### config.mk
export PLATFORM = sky130hd
export DESIGN_NAME = picorv32_pcpi_vec
export DESIGN_NICKNAME = d
export VERILOG_FILES = /design/src/rtl/picorv32_pcpi_vec_pkg.sv /design/src/rtl/pcpi_vec_regfile.sv /design/src/rtl/picorv32_pcpi_vec.sv
export SDC_FILE = /design/constraint.sdc
export NUM_CORES = 1
export LEC_CHECK = 0
export CORE_MARGIN = 2
export CORE_UTILIZATION = 50
export CTS_CLUSTER_DIAMETER = 30
export DETAILED_ROUTE_END_ITERATION = 10
export HOLD_SLACK_MARGIN = 0.06
export PLACE_DENSITY = 0.79
export REMOVE_ABC_BUFFERS = 1
export SYNTH_ARGS = -nofsm -noshare
export SYNTH_HDL_FRONTEND = slang
export SYNTH_SLANG_ARGS = --single-unit
### constraint.sdc
create_clock -name clk -period 4.4 [get_ports clk]
set_input_delay 0.88 -clock clk [delete_from_list [all_inputs] [get_ports clk]]
set_output_delay 0.88 -clock clk [all_outputs]
set_load 0.02 [all_outputs]
### src/rtl/picorv32_pcpi_vec_pkg.sv
// Shared decode constants, FSM states and SEW encoding for the PCPI vector unit.
// No logic: latency and backpressure are defined by the modules that import this.
package picorv32_pcpi_vec_pkg;
    localparam int VLEN_DEF = 128;
    localparam int NREG_DEF = 32;

    localparam logic [6:0] OPC_OPV      = 7'b1010111;
    localparam logic [6:0] OPC_CUST     = 7'b1011011;
    localparam logic [2:0] F3_VEC       = 3'b111;
    localparam logic [6:0] F7_VSETVAP   = 7'b1000000;
    localparam logic [5:0] F6_VLES_VARP = 6'b000001;

    typedef enum logic [2:0] {
        ST_IDLE, ST_EXEC, ST_LOAD_REQ, ST_LOAD_WAIT, ST_DONE
    } state_e;

    typedef enum logic [1:0] {
        SEW_E8 = 2'd0, SEW_E16 = 2'd1, SEW_E32 = 2'd2
    } sew_e;

    typedef enum logic [1:0] {
        OP_VSETVLI, OP_VSETVAP, OP_VLES
    } op_e;

    function automatic logic [5:0] sew_bits(input sew_e s);
        return 6'd8 << s;
    endfunction
endpackage

### src/rtl/pcpi_vec_regfile.sv
// NREG x VLEN vector storage with one SEW-wide element write port, written on the clock edge.
// Always accepts a write; no backpressure. Caller guarantees the element index is in range.
module pcpi_vec_regfile
    import picorv32_pcpi_vec_pkg::*;
#(
    parameter int VLEN = VLEN_DEF,
    parameter int NREG = NREG_DEF,
    parameter int RW   = $clog2(NREG),
    parameter int IW   = $clog2(VLEN/8)
) (
    input  logic          clk,
    input  logic          resetn,
    input  logic          i_we,
    input  logic [RW-1:0] i_reg,
    input  logic [IW-1:0] i_idx,
    input  sew_e          i_sew,
    input  logic [31:0]   i_data
);
    logic [VLEN-1:0] r_mem [NREG];

    always_ff @(posedge clk or negedge resetn) begin
        if (!resetn) begin
            for (int k = 0; k < NREG; k++) r_mem[k] <= '0;
        end else if (i_we) begin
            case (i_sew)
                SEW_E8:  r_mem[i_reg][i_idx*8  +: 8]  <= i_data[7:0];
                SEW_E16: r_mem[i_reg][i_idx*16 +: 16] <= i_data[15:0];
                default: r_mem[i_reg][i_idx*32 +: 32] <= i_data;
            endcase
        end
    end
endmodule

### src/rtl/picorv32_pcpi_vec.sv
// PCPI vector coprocessor: vsetvli, vsetvap and a strided, precision-truncating element load.
// Config ops finish in 2 cycles, loads in ~2*vl+2; mem_valid is held until mem_ready.
module picorv32_pcpi_vec
    import picorv32_pcpi_vec_pkg::*;
#(
    parameter int VLEN = VLEN_DEF,
    parameter int NREG = NREG_DEF
) (
    input  logic        clk,
    input  logic        resetn,
    input  logic        pcpi_valid,
    input  logic [31:0] pcpi_insn,
    input  logic [31:0] pcpi_cpurs1,
    input  logic [31:0] pcpi_cpurs2,
    output logic        pcpi_wr,
    output logic [31:0] pcpi_rd,
    output logic        pcpi_wait,
    output logic        pcpi_ready,
    output logic        mem_valid,
    input  logic        mem_ready,
    output logic [31:0] mem_addr,
    output logic [31:0] mem_wdata,
    output logic [3:0]  mem_wstrb,
    input  logic [31:0] mem_rdata
);
    localparam int          IW     = $clog2(VLEN/8);
    localparam int          RW     = $clog2(NREG);
    localparam logic [31:0] VLMAX8 = 32'(VLEN/8);

    state_e        r_state;
    op_e           r_op;
    sew_e          r_insn_sew, r_vtype;
    logic [RW-1:0] r_vd;
    logic [31:0]   r_rs1, r_rs2, r_vl, r_i, r_addr, r_rd, r_mem_addr;
    logic [5:0]    r_vap;
    logic [4:0]    r_elem_off;
    logic          r_skip, r_wr, r_wait, r_ready, r_mem_valid;

    logic        w_is_vsetvli, w_is_vsetvap, w_is_vles, w_dec_hit, w_trunc, w_we;
    op_e         w_dec_op;
    logic [31:0] w_new_vlmax, w_new_vl, w_vlmax, w_aaddr, w_shift, w_sew_mask, w_vap_mask;
    logic [31:0] w_elem, w_eidx;
    logic        w_unused;

    assign w_is_vsetvli = pcpi_insn[6:0] == OPC_OPV && pcpi_insn[14:12] == F3_VEC &&
                          !pcpi_insn[31] && pcpi_insn[24:22] <= 3'd2 && pcpi_insn[21:20] == 2'b00;
    assign w_is_vsetvap = pcpi_insn[6:0] == OPC_CUST && pcpi_insn[14:12] == F3_VEC &&
                          pcpi_insn[31:25] == F7_VSETVAP;
    assign w_is_vles    = pcpi_insn[6:0] == OPC_CUST && pcpi_insn[14:12] == F3_VEC &&
                          pcpi_insn[31:26] == F6_VLES_VARP && pcpi_insn[25];
    assign w_dec_hit    = w_is_vsetvli || w_is_vsetvap || w_is_vles;

    always_comb begin
        w_dec_op = OP_VLES;
        if (w_is_vsetvli)      w_dec_op = OP_VSETVLI;
        else if (w_is_vsetvap) w_dec_op = OP_VSETVAP;
    end

    assign w_new_vlmax = VLMAX8 >> r_insn_sew;
    assign w_new_vl    = (r_rs1 < w_new_vlmax) ? r_rs1 : w_new_vlmax;
    assign w_vlmax     = VLMAX8 >> r_vtype;

    // Wider elements are forced to natural alignment before picking the byte lane.
    always_comb begin
        w_aaddr    = r_addr;
        w_sew_mask = 32'hFFFF_FFFF;
        case (r_vtype)
            SEW_E8:  w_sew_mask = 32'h0000_00FF;
            SEW_E16: begin w_aaddr[0] = 1'b0; w_sew_mask = 32'h0000_FFFF; end
            default: w_aaddr[1:0] = 2'b00;
        endcase
    end

    assign w_shift    = mem_rdata >> {w_aaddr[1:0], 3'b000};
    assign w_trunc    = (r_vap != 6'd0) && (r_vap < sew_bits(r_vtype));
    assign w_vap_mask = (32'h1 << r_vap) - 32'h1;
    assign w_elem     = w_shift & w_sew_mask & (w_trunc ? w_vap_mask : 32'hFFFF_FFFF);
    assign w_eidx     = 32'(r_elem_off) + r_i;
    assign w_we       = (r_state == ST_LOAD_WAIT) && mem_ready && (w_eidx < w_vlmax);
    assign w_unused   = ^{pcpi_insn[19:15], w_eidx[31:IW]};

    pcpi_vec_regfile #(.VLEN(VLEN), .NREG(NREG)) u_rf (
        .clk    (clk),
        .resetn (resetn),
        .i_we   (w_we),
        .i_reg  (r_vd),
        .i_idx  (w_eidx[IW-1:0]),
        .i_sew  (r_vtype),
        .i_data (w_elem)
    );

    always_ff @(posedge clk or negedge resetn) begin
        if (!resetn) begin
            r_state     <= ST_IDLE;
            r_op        <= OP_VSETVLI;
            r_insn_sew  <= SEW_E8;
            r_vtype     <= SEW_E8;
            r_vd        <= '0;
            r_rs1       <= '0;
            r_rs2       <= '0;
            r_vl        <= '0;
            r_i         <= '0;
            r_addr      <= '0;
            r_rd        <= '0;
            r_mem_addr  <= '0;
            r_vap       <= '0;
            r_elem_off  <= '0;
            r_skip      <= 1'b0;
            r_wr        <= 1'b0;
            r_wait      <= 1'b0;
            r_ready     <= 1'b0;
            r_mem_valid <= 1'b0;
        end else begin
            case (r_state)
                ST_IDLE: begin
                    // The CPU still drives pcpi_valid in the cycle after ready.
                    r_skip <= 1'b0;
                    if (!r_skip && pcpi_valid && w_dec_hit) begin
                        r_op       <= w_dec_op;
                        r_vd       <= pcpi_insn[7 +: RW];
                        r_insn_sew <= sew_e'(pcpi_insn[23:22]);
                        r_rs1      <= pcpi_cpurs1;
                        r_rs2      <= pcpi_cpurs2;
                        r_wait     <= 1'b1;
                        r_state    <= ST_EXEC;
                    end
                end
                ST_EXEC: begin
                    case (r_op)
                        OP_VSETVLI: begin
                            r_vl    <= w_new_vl;
                            r_vtype <= r_insn_sew;
                            r_rd    <= w_new_vl;
                            r_wr    <= 1'b1;
                            r_ready <= 1'b1;
                            r_wait  <= 1'b0;
                            r_state <= ST_DONE;
                        end
                        OP_VSETVAP: begin
                            r_vap      <= r_rs1[5:0];
                            r_elem_off <= r_rs2[4:0];
                            r_ready    <= 1'b1;
                            r_wait     <= 1'b0;
                            r_state    <= ST_DONE;
                        end
                        default: begin
                            r_i    <= '0;
                            r_addr <= r_rs1;
                            if (r_vl == 32'd0) begin
                                r_ready <= 1'b1;
                                r_wait  <= 1'b0;
                                r_state <= ST_DONE;
                            end else begin
                                r_state <= ST_LOAD_REQ;
                            end
                        end
                    endcase
                end
                ST_LOAD_REQ: begin
                    r_mem_valid <= 1'b1;
                    r_mem_addr  <= {w_aaddr[31:2], 2'b00};
                    r_state     <= ST_LOAD_WAIT;
                end
                ST_LOAD_WAIT: begin
                    if (mem_ready) begin
                        r_mem_valid <= 1'b0;
                        r_i         <= r_i + 32'd1;
                        r_addr      <= r_addr + r_rs2;
                        if (r_i + 32'd1 == r_vl) begin
                            r_ready <= 1'b1;
                            r_wait  <= 1'b0;
                            r_state <= ST_DONE;
                        end else begin
                            r_state <= ST_LOAD_REQ;
                        end
                    end
                end
                default: begin
                    r_ready <= 1'b0;
                    r_wr    <= 1'b0;
                    r_skip  <= 1'b1;
                    r_state <= ST_IDLE;
                end
            endcase
        end
    end

    assign pcpi_wr    = r_wr;
    assign pcpi_rd    = r_rd;
    assign pcpi_wait  = r_wait;
    assign pcpi_ready = r_ready;
    assign mem_valid  = r_mem_valid;
    assign mem_addr   = r_mem_addr;
    assign mem_wdata  = 32'h0;
    assign mem_wstrb  = 4'h0;
endmodule

[Yosys cells after proc, flatten, opt, wreduce, memory -nomap -nowiden]
Index checks and enable logic that the tools add are counted.
Storage, ports and cells
  bits in registers: 202
  bits of input ports: 132
  output and inout port bits: 104
  word-level logic and storage cells: 101
Operators by class
  add/sub/neg operators: 2
  order comparisons: 2
  equal/unequal tests: 16
  shift operators: 1
  mux-type cells: 31
  bitwise logic cells: 2
  reduce and logical (&&, ||, !) cells: 33
Operator list (number)
  $mux 32: 5
  $pmux 32 s2: 2
  $add 32x1->32 const B: 1
  $add 32x32->32: 1
  $eq 32x32->1: 1
  $logic_not 32->1: 1
  $lt 32x32->1: 1
  $shr 5x2->32 const A: 1
  $eq 7x7->1 const B: 3
  $mux 3: 5
  $pmux 3 s4: 1
  $mux 1: 11
  $logic_and 1x1->1: 10
  $reduce_and 2->1: 5
  $ne 2x2->1 const B: 4
  $eq 3x2->1 const B: 2
  $eq 6x1->1 const B: 1
  $pmux 1 s2: 3
  $pmux 1 s3: 2
  $reduce_or 3->1: 2
  $reduce_and 5->1: 1
  $logic_not 2->1: 2
  $mux 2: 2
  $reduce_and 4->1: 1
  other kinds (14): 19

[Longest topological paths before layout]
  word-level depth: 10
  mapped depth: 13
  depth with buffers taken out: 13

[Worst setup path before layout]
OpenSTA, ideal clock, no wires.
  path kind: input -> register
  from: input pcpi_insn[2]
  to: register r_insn_sew[1]
  library setup time: 125 ps
  arrival time: 3211 ps
  data required time: 4275 ps
  path slack: 1064 ps
  stages: 9
  buffers on the path: 2
  cells stage by stage: or4b_2 nor3_1 inv_1 nor4_1 o21ai_0 or4_1 clkbuf_1 clkbuf_1 mux2_2
On the way
  cells in the longest elaborated chain, start to end: 9
  elaborated cells between the ends (all ways): 14
  classes of those cells: eq/ne: 2; reduce/logical: 12
Ends and longest elaborated chain
  from (decl): line picorv32_pcpi_vec.sv:12  | input logic [31:0] pcpi_insn,
  $eq 7x7->1: line picorv32_pcpi_vec.sv:45  | assign w_is_vsetvli = pcpi_insn[6:0] == OPC_OPV && pcpi_insn[14:12] == F3_VEC &&
  $logic_and 1x1->1 (2 in a row): line picorv32_pcpi_vec.sv:45
  $logic_and 1x1->1 (2 in a row): line picorv32_pcpi_vec.sv:46  | !pcpi_insn[31] && pcpi_insn[24:22] <= 3'd2 && pcpi_insn[21:20] == 2'b00;
  $logic_or 1x1->1: line picorv32_pcpi_vec.sv:51  | assign w_dec_hit = w_is_vsetvli || w_is_vsetvap || w_is_vles;
  $logic_or 1x1->1 (*): line picorv32_pcpi_vec.sv:51
  $logic_and 1x1->1 (*): line picorv32_pcpi_vec.sv:118  | if (!r_skip && pcpi_valid && w_dec_hit) begin
  $reduce_and 2->1 (no line) (*)
  to (signal assigned): line picorv32_pcpi_vec.sv:121  | r_insn_sew <= sew_e'(pcpi_insn[23:22]);
  to (decl): line picorv32_pcpi_vec.sv:32  | sew_e r_insn_sew, r_vtype;
Mark *: on every way between the ends. The rest lies on a longest branch, timed or not.
A chain may end at the register's enable or synchronous reset.

[Final worst setup path]
  from: register r_rs2[0]
  to: register r_addr[30]
On the way
  cells in the longest elaborated chain, start to end: 3
Ends and longest elaborated chain
  from (decl): line picorv32_pcpi_vec.sv:34  | logic [31:0] r_rs1, r_rs2, r_vl, r_i, r_addr, r_rd, r_mem_addr;
  from (signal assigned): line picorv32_pcpi_vec.sv:123  | r_rs2 <= pcpi_cpurs2;
  $add 32x32->32: line picorv32_pcpi_vec.sv:168  | r_addr <= r_addr + r_rs2;
  $mux 32: line picorv32_pcpi_vec.sv:165  | if (mem_ready) begin
  $pmux 32 s2: line picorv32_pcpi_vec.sv:114  | case (r_state)
  to (signal assigned): line picorv32_pcpi_vec.sv:148  | r_addr <= r_rs1;
  to (signal assigned): line picorv32_pcpi_vec.sv:168
  to (decl): line picorv32_pcpi_vec.sv:34
Every way passes these cells. The select of a mux whose other input is x is not followed.

==> metrics.cfg <==
[drt]
wire_per_inst_um = 18.08
wl_um = 28590
ant_nets = 0
drtPass1Iterations = 5
drc = 0
vias = 9153
via_per_inst = 5.789
drt_first_iter_violations = 528

[cells_and_area]
mostFrequentLayoutCells = dfrtp_1, clkdlybuf4s50_1, nand2_1, mux2_2, o21ai_0
stdcell_count = 1581
nFillCells = 1675
final_nets = 1438
final_area_mm2 = 0.01430
syn2layout_area_growth_pct = 27.81
drive_gt1_share_pct = 15.92
final_common_cell = dfrtp_1

[power_and_ir_drop]
switchingPower_mw = 1.095
peakVddDrop_v = 0.0002648
switching_share_pct = 21.05
intPower_mw = 4.107
pwr-share-seq_pct = 35.9
power_leakage_nw = 6.686
power_density_mw_per_mm2 = 363.7
clockPowerShare_pct = 61.0
power_frac_comb_pct = 3.1

[clock_tree]
cts_buffers = 41
path_clk_slew_ns = 0.05
cts_buffer_depth = 3
clock_latency_ns = 0.53
clk_root_buffer_cell = clkbuf_16
ctsResizeCount = 0
cts_hold_buf = 0
post_cts_buffers = 0
cts.sinks = 202
cts_tree = yes
htree_levels = 2

[grt]
grt_util_met2_pct = 40.17
antenna_found_initial = 2
grtUsageMet1_pct = 31.06
grt_max_degree = 103
gr-total-overflow = 0
grt_pass1_vias = 8962
globalRouteTotalUtil_pct = 24.24
grt_pass1_wl_um = 46340
gr-max-usage-layer = met2
grtUsageMet3_pct = 5.609

[sta]
slew_headroom_pct = 31.65
post-route-min-period_ns = 3.566
finalCritPeriodShare_pct = 81.05
finalHoldViolCount = 0
fin_ws_ns = 0.8337
tns_ns = 0
worst_pin_slew_ns = 1.023
rsz0062_at_grt = no
holdWs_ns = 0.4272
final-setup-viol-count = 0
slew_violations = 0
skew_ns = 0.01683
fmax_mhz = 280.4

[critical_path]
worst_setup_path_end_kind = register
critPathMaxFanout = 4
cp_num_buf_inv = 1
cp_num_cells = 13
crit_arrival_ns = 3.96
worst_setup_path_start_kind = register
r2r_cells = 13
ff2ff_setup_slack_ns = 0.83
cp_slowest_cell = o21ai_0
required_ns = 4.80
worstSetupPathType = reg -> reg
slowest_delay_ns = 0.55
critPathTopFamily = compound AO/OA/AOI/OAI gates
critical_path.cell_chain = ha_1 -> inv_1 -> fa_1 -> nor2b_1 -> o31a_1 -> o31ai_1 -> o21ai_0 -> a21oi_1 -> o31ai_1 -> nand3_1 -> o21ai_0 -> xnor2_1 -> o22ai_1

[floorplanning]
rows = 54
io_pins = 236
die_x_um = 153.6
die-area_mm2 = 0.02359
start_util_pct = 51.11
core-area_mm2 = 0.02189
fp.dieH_um = 153.6

[worst_hold_path]
hold_class = in -> async

[place]
gp_congestion = 0.9130
port_buffers = 155
dp_cells = 1507
dp_hpwl_um = 19400
place_area_mm2 = 0.01286
dp_slack_ns = 0.3733

[synth]
ys.flop_type = dfrtp_1
yosysUniqueCellTypes = 72
yosys_register_bits = 202
synth_area_mm2 = 0.01119
yosysSeqAreaShare_pct = 45.17
ys_warn_count = 0
avgSynthCellArea_um2 = 10.11
synth_edf_count = 0
async_flop_share_pct = 100.0
synth_cells = 1107

[flow_run]
cap_violations = 0

[outcome]
status = complete, no violations

[sequential cells by signal (all words and copies together) (netlist names)]
register / cells
pcpi_rd: 32
r_addr: 32
r_i: 32
r_rs1: 32
r_rs2: 32
mem_addr: 30
r_state: 3
r_insn_sew: 2
r_op: 2
mem_valid: 1
pcpi_ready: 1
pcpi_wait: 1
pcpi_wr: 1
r_skip: 1
[final cells by class]
cell class / instances / area (um^2) / share of cell area [%]
inverter: 19 / 71.32 / 0.4987
clock inverter: 22 / 310.3 / 2.170
multi-input combinational: 836 / 5694 / 39.82
antenna: 1 / 2.502 / 0.01750
sequential: 202 / 5055 / 35.35
tap: 280 / 350.3 / 2.450
clock buffer: 51 / 1125 / 7.865
timing repair buffer: 170 / 1693 / 11.84
[cells in the mapped netlist (all sizes together), types with 5 or more instances]
cell,number,area (um^2)
o211ai,12,90.09
dfrtp,202,5055
a21oi,57,289.0
and3,10,63.81
nor3b,5,37.54
a31oi,13,81.33
mux2,99,1115
o31ai,14,105.1
clkbuf,38,162.7
a21o,18,135.1
inv,19,71.32
o22ai,5,31.28
nor3,14,92.59
o21bai,7,52.55
nor2,57,214.0
nand2,121,454.2
xnor2,43,376.6
o21ai,86,430.4
xor2,29,254.0
nor4,21,152.6
ha,35,437.9
a22oi,8,60.06
a211oi,7,52.55
mux2i,5,50.05
nand2b,10,62.56
buf,48,334.1
nand3,26,152.7
nor2b,35,219.0
nand4,17,121.4
[through the flow]
stage / utilization (%) / power, mW
3_3_place_gp: 58.76 / 2.057
3_5_place_dp: 58.76 / 2.059
4_1_cts: 65.32 / 5.259
5_1_grt: 65.32 / 5.354
6_report: 65.33 / 5.202
2_1_floorplan: - / 1.929
[worst reg2reg max path, cell delays in order (launching register included)]
cell	delay, ns
dfrtp_1	0.36
ha_1	0.19
inv_1	0.06
fa_1	0.38
nor2b_1	0.19
o31a_1	0.20
o31ai_1	0.12
o21ai_0	0.55
a21oi_1	0.22
o31ai_1	0.55
nand3_1	0.15
o21ai_0	0.25
xnor2_1	0.15
o22ai_1	0.09
[power groups by stage]
stage / sequential [mW] / combinational (mW) / clock [mW]
finish: 1.86 / 0.163 / 3.17
global route: 1.86 / 0.179 / 3.31
CTS: 1.86 / 0.166 / 3.23
detailed placement: 1.89 / 0.165 / 0
global placement: 1.89 / 0.164 / 0
floorplan: 1.89 / 0.0354 / 0
[worst paths after layout]
| check | from | end |
|---|---|---|
| max | r_rs2[0] | r_addr[30] |
| min | resetn | pcpi_rd[11] |
| max reg2reg | r_rs2[0] | r_addr[30] |
| min reg2reg | pcpi_wr | pcpi_wr |
| max in group asynchronous | resetn | r_rs2[0] |
| min in group clk | pcpi_wr | pcpi_wr |
[cell families after synthesis]
| family | share of synthesized area [%] |
|---|---|
| AO/OA/AOI/OAI | 13.53 |
| XOR/XNOR | 5.636 |
| adder cells (fa/ha/maj) | 4.093 |
| buffers and inverters | 5.367 |
| flip-flops | 45.18 |
| multiplexers | 10.41 |
| other | 0.03351 |
| AND/OR/NAND/NOR | 15.76 |
[layer usage]
| metal | wire [um] | vias up | part of all wire [%] |
|---|---|---|---|
| met3 | 2268 | 76 | 7.9 |
| met2 | 13820 | 405 | 48 |
| li1 | - | 4223 | - |
| met5 | 0 | - | 0 |
| met1 | 11660 | 4449 | 41 |
| met4 | 837 | 0 | 2.9 |
Power figures use the tool's default switching activity.
